**src/rtl/tiny_mmio_gpio.sv**
```systemverilog
// tiny_mmio_gpio: CPU bus bridge with an LED/SW/KEY register window in front of RAM.
// Define MMIO_TIMER_EN to add the 32-bit free-running cycle timer at offset 0x10.
module tiny_mmio_gpio #(
  parameter logic [31:0] IO_BASE = 32'h4000_0000,
  parameter int unsigned DEBOUNCE_CYCLES = 500000
) (
  input  logic        clk,
  input  logic        rst_n,
  input  logic        s_mem_valid,
  input  logic        s_mem_we,
  input  logic [31:0] s_mem_addr,
  input  logic [31:0] s_mem_wdata,
  input  logic [3:0]  s_mem_wstrb,
  output logic        s_mem_ready,
  output logic [31:0] s_mem_rdata,
  output logic        m_mem_valid,
  output logic        m_mem_we,
  output logic [31:0] m_mem_addr,
  output logic [31:0] m_mem_wdata,
  output logic [3:0]  m_mem_wstrb,
  input  logic        m_mem_ready,
  input  logic [31:0] m_mem_rdata,
  input  logic [1:0]  key_n,
  input  logic [3:0]  sw,
  output logic [7:0]  led
);

  localparam int CW = $clog2(DEBOUNCE_CYCLES);
  localparam logic [CW-1:0] CNT_MAX = CW'(DEBOUNCE_CYCLES - 1);

  typedef enum logic {
    IDLE,
    RESP
  } state_t;

  state_t      state;
  logic        io_hit;
  logic        accept;
  logic        wr;
  logic [9:0]  ofs;
  logic        ready_q;
  logic [31:0] rdata_q;
  logic [31:0] rd_mux;
  logic [7:0]  led_q;
  logic [3:0]  sw_s1;
  logic [3:0]  sw_s2;
  logic [1:0]  key_s1;
  logic [1:0]  key_s2;
  logic [1:0]  key_stb;
  logic [1:0]  key_rise;
  logic [1:0]  edge_q;
  logic [1:0]  edge_clr;
  logic [31:0] timer_rd;
  logic        unused_bits;

  assign io_hit = s_mem_addr[31:12] == IO_BASE[31:12];
  assign ofs    = s_mem_addr[11:2];
  assign accept = (state == IDLE) && s_mem_valid && io_hit;
  assign wr     = accept && s_mem_we;

  assign m_mem_valid = s_mem_valid && !io_hit;
  assign m_mem_we    = s_mem_we;
  assign m_mem_addr  = s_mem_addr;
  assign m_mem_wdata = s_mem_wdata;
  assign m_mem_wstrb = s_mem_wstrb;
  assign s_mem_ready = io_hit ? ready_q : m_mem_ready;
  assign s_mem_rdata = io_hit ? rdata_q : m_mem_rdata;
  assign led         = led_q;

  assign unused_bits = ^{s_mem_addr[1:0], s_mem_wdata[31:8]};

  always_ff @(posedge clk or negedge rst_n) begin
    if (!rst_n) begin
      sw_s1  <= '0;
      sw_s2  <= '0;
      key_s1 <= '0;
      key_s2 <= '0;
    end else begin
      sw_s1  <= sw;
      sw_s2  <= sw_s1;
      key_s1 <= ~key_n;
      key_s2 <= key_s1;
    end
  end

  for (genvar k = 0; k < 2; k++) begin : g_db
    logic [CW-1:0] cnt;
    logic          stb;
    logic          flip;

    // flip marks the edge on which the synced level is finally accepted
    assign flip = (key_s2[k] != stb) && (cnt == CNT_MAX);

    always_ff @(posedge clk or negedge rst_n) begin
      if (!rst_n) begin
        cnt <= '0;
        stb <= 1'b0;
      end else if (key_s2[k] == stb) begin
        cnt <= '0;
      end else if (cnt == CNT_MAX) begin
        stb <= key_s2[k];
        cnt <= '0;
      end else begin
        cnt <= cnt + 1'b1;
      end
    end

    assign key_stb[k]  = stb;
    assign key_rise[k] = flip && key_s2[k];
  end

  assign edge_clr = (wr && s_mem_wstrb[0] && ofs == 10'd3)
                  ? s_mem_wdata[1:0] : 2'b00;

  always_ff @(posedge clk or negedge rst_n) begin
    if (!rst_n) begin
      edge_q <= '0;
      led_q  <= '0;
    end else begin
      edge_q <= (edge_q & ~edge_clr) | key_rise;
      if (wr && s_mem_wstrb[0] && ofs == 10'd0)
        led_q <= s_mem_wdata[7:0];
    end
  end

`ifdef MMIO_TIMER_EN
  logic [31:0] timer_q;

  always_ff @(posedge clk or negedge rst_n) begin
    if (!rst_n) begin
      timer_q <= '0;
    end else if (wr && ofs == 10'd4) begin
      for (int b = 0; b < 4; b++) begin
        if (s_mem_wstrb[b])
          timer_q[8*b +: 8] <= s_mem_wdata[8*b +: 8];
      end
    end else begin
      timer_q <= timer_q + 32'd1;
    end
  end

  assign timer_rd = timer_q;
`else
  assign timer_rd = '0;
`endif

  always_comb begin
    rd_mux = '0;
    unique case (ofs)
      10'd0:   rd_mux = {24'h0, led_q};
      10'd1:   rd_mux = {28'h0, sw_s2};
      10'd2:   rd_mux = {30'h0, key_stb};
      10'd3:   rd_mux = {30'h0, edge_q};
      10'd4:   rd_mux = timer_rd;
      default: rd_mux = '0;
    endcase
  end

  always_ff @(posedge clk or negedge rst_n) begin
    if (!rst_n) begin
      state   <= IDLE;
      ready_q <= 1'b0;
      rdata_q <= '0;
    end else begin
      unique case (state)
        IDLE: begin
          if (accept) begin
            state   <= RESP;
            ready_q <= 1'b1;
            rdata_q <= rd_mux;
          end
        end
        RESP: begin
          state   <= IDLE;
          ready_q <= 1'b0;
        end
        default: begin
          state   <= IDLE;
          ready_q <= 1'b0;
        end
      endcase
    end
  end

endmodule
```
**config.mk**
```make
export PLATFORM = sky130hd
export DESIGN_NAME = tiny_mmio_gpio
export DESIGN_NICKNAME = d
export VERILOG_FILES = /design/src/rtl/tiny_mmio_gpio.sv
export SDC_FILE = /design/constraint.sdc
export NUM_CORES = 1
export LEC_CHECK = 0
export CAP_MARGIN = 10
export CORE_ASPECT_RATIO = 1.2
export CORE_UTILIZATION = 36
export DETAILED_ROUTE_END_ITERATION = 16
export GPL_TIMING_DRIVEN = 0
export MAX_ROUTING_LAYER = met4
export PLACE_DENSITY = 0.8
export SYNTH_ARGS = -nofsm -noshare
export SYNTH_HDL_FRONTEND = slang
export SYNTH_SLANG_ARGS = --single-unit
```
**constraint.sdc**
```tcl
create_clock -name clk -period 2.55 [get_ports clk]
set_input_delay 0.51 -clock clk [delete_from_list [all_inputs] [get_ports clk]]
set_output_delay 0.51 -clock clk [all_outputs]
set_load 0.02 [all_outputs]
```
=== Yosys cells after proc, flatten, opt, wreduce, memory -nomap -nowiden ===
Index checks and enable logic that the tools add are counted.

* $add $sub $neg: 2
* Equality and inequality tests: 11
* Mux-type cells: 12
* Bitwise logic cells: 7
* Reductions and logical operators: 16

{| class="wikitable"
|+ Operators with widths
! operator !! number
|-
| 19-bit two-way mux || 4
|-
| 19-bit by 1-bit adder with 19-bit output (second input constant) || 2
|-
| 19-bit == test (second input constant) || 2
|-
| 32-bit two-way mux || 1
|-
| 8-bit case mux with 4 select lines || 1
|-
| 10-bit by 2-bit == test with 1-bit output (second input constant) || 2
|-
| 20-bit by 19-bit == test with 1-bit output (second input constant) || 1
|-
| 1-bit logical AND || 11
|-
| 10-bit by 1-bit == test with 1-bit output (second input constant) || 1
|-
| 10-bit zero test || 1
|-
| 2-bit AND reduction || 3
|-
| 2-bit inverter || 2
|-
| 1-bit case mux with 2 select lines || 2
|-
| 1-bit two-way mux || 3
|-
| 1-bit inverter || 3
|-
| 2-bit AND || 1
|-
| 1-bit == test || 2
|-
| 2-bit two-way mux || 1
|-
| 1-bit != test || 2
|-
| 2-bit != test (second input constant) || 1
|-
| 2-bit OR || 1
|-
| 1-bit zero test || 1
|}

* Register bits: 96
* Word-level logic and storage cells: 61

=== Logic depth before layout (Yosys ltp) ===
* Depth after elaboration: 10
* Gate-level depth with buffers: 7

=== Worst setup path before layout ===
Ideal clock, no wire load.

* Kind: in2out
* Start point: in s_mem_addr[23]
* End point: out s_mem_rdata[3]
* Arrival time: 2.015 ns
* Required time: 2.040 ns
* Slack: 0.025 ns
* Stages: 5
* Cells stage by stage: nor4_1 nand3_1 nor2_2 buf_2 mux2_2

* Word-level cells in the longest chain between the ends: 2

{| class="wikitable"
|+ RTL lines
! element !! RTL line !! text
|-
| start, declared || 11 || <nowiki>input logic [31:0] s_mem_addr,</nowiki>
|-
| 20-bit by 19-bit == test with 1-bit output || 56 || <nowiki>assign io_hit = s_mem_addr[31:12] == IO_BASE[31:12];</nowiki>
|-
| 32-bit two-way mux || 67 || <nowiki>assign s_mem_rdata = io_hit ? rdata_q : m_mem_rdata;</nowiki>
|-
| end, declared || 15 || <nowiki>output logic [31:0] s_mem_rdata,</nowiki>
|}

No other way between the ends.

=== Worst setup path in the final report ===
* Start point: in s_mem_addr[15]
* End point: out s_mem_rdata[0]

The elaborated chain is that of the path after synthesis.

==> metrics <==
status=finished clean; pin count of the biggest net entering global routing=73; Clock Sinks=72; Final setup viols=0; crit end category=output port; most frequent cell after synthesis=dfrtp_1; Synth Area per Inst=a little over 10 sq um; Vias=3738; Top Metal Used=met4; Largest delay share family, worst path=simple AND/OR/NAND/NOR gates; Post-CTS Hold Fix Bufs=0; skew final=0.0103 ns; final hold vios=0; Req. time, crit path=approximately 2 ns; Synth Cell Area=4210 sq um; Area Growth Syn to Fin=61.6%; Die Wd=a little over 100 microns; gr ovfl total=0; Clock Tree Buf Depth=2; cell breakdown of the critical path=dlygate4sd2_1 > nor4_4 > nand2_2 > nor2_4 > buf_6 > mux2_2 > buf_6; vias in the first global route=between 3k and 4k; Via density=4.73; nature of the critical path startpoint=input port; Hold/Removal Path Class=input port to asynchronous set/reset pin; dpl hpwl=9350 microns; part of the cycle the worst path needs=98.0%; post-synthesis net count=between 500 and 600; worst slew pin tran=0.875 ns; Max Cap Viol=0; num rows=42; Top Ports=222; Power Dens Cells=around 460 nW/um^2; drt initial violations=141; root buffer cell=clkbuf_16; count of cell types in the netlist=51; Crit Path Max Fanout=4; drt first pass iters=5; routability cong.=about 0.78; Top FF cell, synth=dfrtp_1; Post-synth EDFFs=0; f_max=between 400 and 500 MHz; Met2 Wirelength=6820 microns; initial antenna violation count=1; worst path arrival time=just under 2 ns; worst skew pair latency=0.34 ns; post-route antenna net violation count=0; first-pass GRT wire length=18800 microns; met3 wire length=882 microns; wire per inst=15.6 microns; Synth area leader=dfrtp_1; Port-buffer cells=roughly 190; Yosys reg bits=a little over 70; Starting Density=37.6%; ratio of cells with drive above 1 in the final layout=31.7%; Clk pin slew, worst setup/hold paths=0.06 ns; setup tns final=0 ns; slew margin rel.=41.6%; Die ar.=12100 sq um; flop-to-flop setup slack=0.30 ns; most used cell, CP=buf_6; register area=between 1500 and 2000 sq um; CTS tree=built; Post-Layout Cell Count=approximately 800; register area share after synthesis=around 43%; share of Yosys cell area claimed by the top area cell type=a little over two fifths; Post-Route Utilization=60.9%; final-stage net count=743; GRT Util Overall=between 20% and 30%; CTS Buf Count=9; Worst path slowest cell=mux2_2; synthesized instance count=410; VDD IR-drop max=about 0.38 mV; yosys synthesis warning count=0; time the worst path needs with I/O delays and setup=2.50 ns; CORE AREA=11200 sq um; Leak Pwr=2.96 nW; Slew Viols, Final=0; max incr delay on CP=0.33 ns; Die H=121 microns; Multi-input gate area=between 1500 and 2000 sq um; asr flop ratio synth=100%; fill cell count=934; dpl cells=about 760; CP bufs+invs=3; DRC Markers=0; DRT met1 WL=around 4400 microns; CP Class=input port to output port; synth top area cells=dfrtp_1 43%, buf_4 12%, mux2_2 3.7%, nor2b_1 3.6%, nor2_1 2.9%; Commonest cells post-synth=72 x dfrtp_1, 70 x buf_4, 33 x nor2_1, 24 x nand2_1, 24 x nor2b_1; H-Tree Depth=3; WL final=12400 microns
-- what timing repair did --
item / in CTS / in global routing
buffers inserted: 13 / 4
endpoints found under the setup margin: 42 / 49
gates cloned: 1 / 0
pin swaps: 8 / 8
gates resized for setup: 194 / 25
-- where the power goes --
part	switching, mW	internal (mW)	total, mW	leakage, nW
Combinational	0.261	0.330	0.591	1.86
Sequential	0.0133	1.16	1.17	0.942
Clock	0.500	0.866	1.37	0.157
-- final cells by class --
cell class                 instances  share of cell area (%)
buffer                            79                    8.56
antenna                            1                  0.0367
sequential                        72                    26.5
timing repair buffer             209                    28.8
tap                              154                    2.83
clock buffer                       9                    3.31
multi-input combinational        248                    27.9
inverter                          11                   0.606
clock inverter                     7                    1.51
-- worst paths after layout --
kind / from / to / cells past startpoint
worst max-delay path: s_mem_addr[15] / s_mem_rdata[0] / 7
worst min register to register: key_s1[1]$_DFF_PN0_ / key_s2[1]$_DFF_PN0_ / 0
worst min-delay path: rst_n / g_db[1].cnt[2]$_DFF_PN0_ / 1
min in group clk: key_s1[1]$_DFF_PN0_ / key_s2[1]$_DFF_PN0_ / 0
max in group asynchronous: rst_n / g_db[0].cnt[17]$_DFF_PN0_ / 1
worst max register to register: g_db[0].cnt[0]$_DFF_PN0_ / g_db[0].cnt[9]$_DFF_PN0_ / 7
-- state kept, by name, summed over array words and instances (netlist names) --
signal    flops
g_db.cnt     38
led           8
rdata_q       8
sw_s1         4
sw_s2         4
edge_q        2
g_db.stb      2
key_s1        2
key_s2        2
ready_q       1
state         1
-- kinds of logic (layout without fill, tap and decap cells) --
group / count (synthesis) / in the layout / share of synthesized area [%]
flops: 72 / 72 / 42.8
fa+ha+maj: 2 / 2 / 0.594
xor+xnor: 25 / 25 / 5.20
other cells: 0 / 1 / 0
simple gates: 165 / 165 / 24.0
mux: 31 / 31 / 9.32
buf+inv: 90 / 315 / 14.3
compound gates: 25 / 25 / 3.80
-- layer usage --
metal,track usage (%),up-vias
met5,-,-
met4,7.79,0
met3,5.61,23
met2,38.0,122
met1,20.4,1792
li1,-,1801
-- through the flow --
step / power, mW / setup slack, ns / cell area, sq um / hold slack (ns)
floorplan: 1.45 / 0.0251 / 4210 / 0.214
global placement: 1.79 / -1.39 / 6320 / 0.335
detailed placement: 1.79 / -1.36 / 6320 / 0.335
CTS: 3.16 / -0.0252 / 6780 / 0.334
global route: 3.24 / -0.00105 / 6810 / 0.368
finish: 3.13 / 0.0520 / 6810 / 0.300
-- worst reg2reg max path, cell delays in order, from the launching register on --
cell      delay [ns]
dfrtp_1         0.38
ha_1            0.24
and4_1          0.22
clkbuf_1        0.23
nand2_1         0.17
o21ai_2         0.35
clkbuf_1        0.39
nor2_1          0.12
-- placed cells by master, fill, tap and decap left out, drive strengths merged, types with 15 or more instances in the layout --
cell / instances
clkbuf: 24
clkdlybuf4s15: 15
nand2: 24
nor2b: 24
clkdlybuf4s50: 136
nor2: 34
dfrtp: 72
mux2: 22
nand3: 17
buf: 117
(Power assumes the default switching activity.)
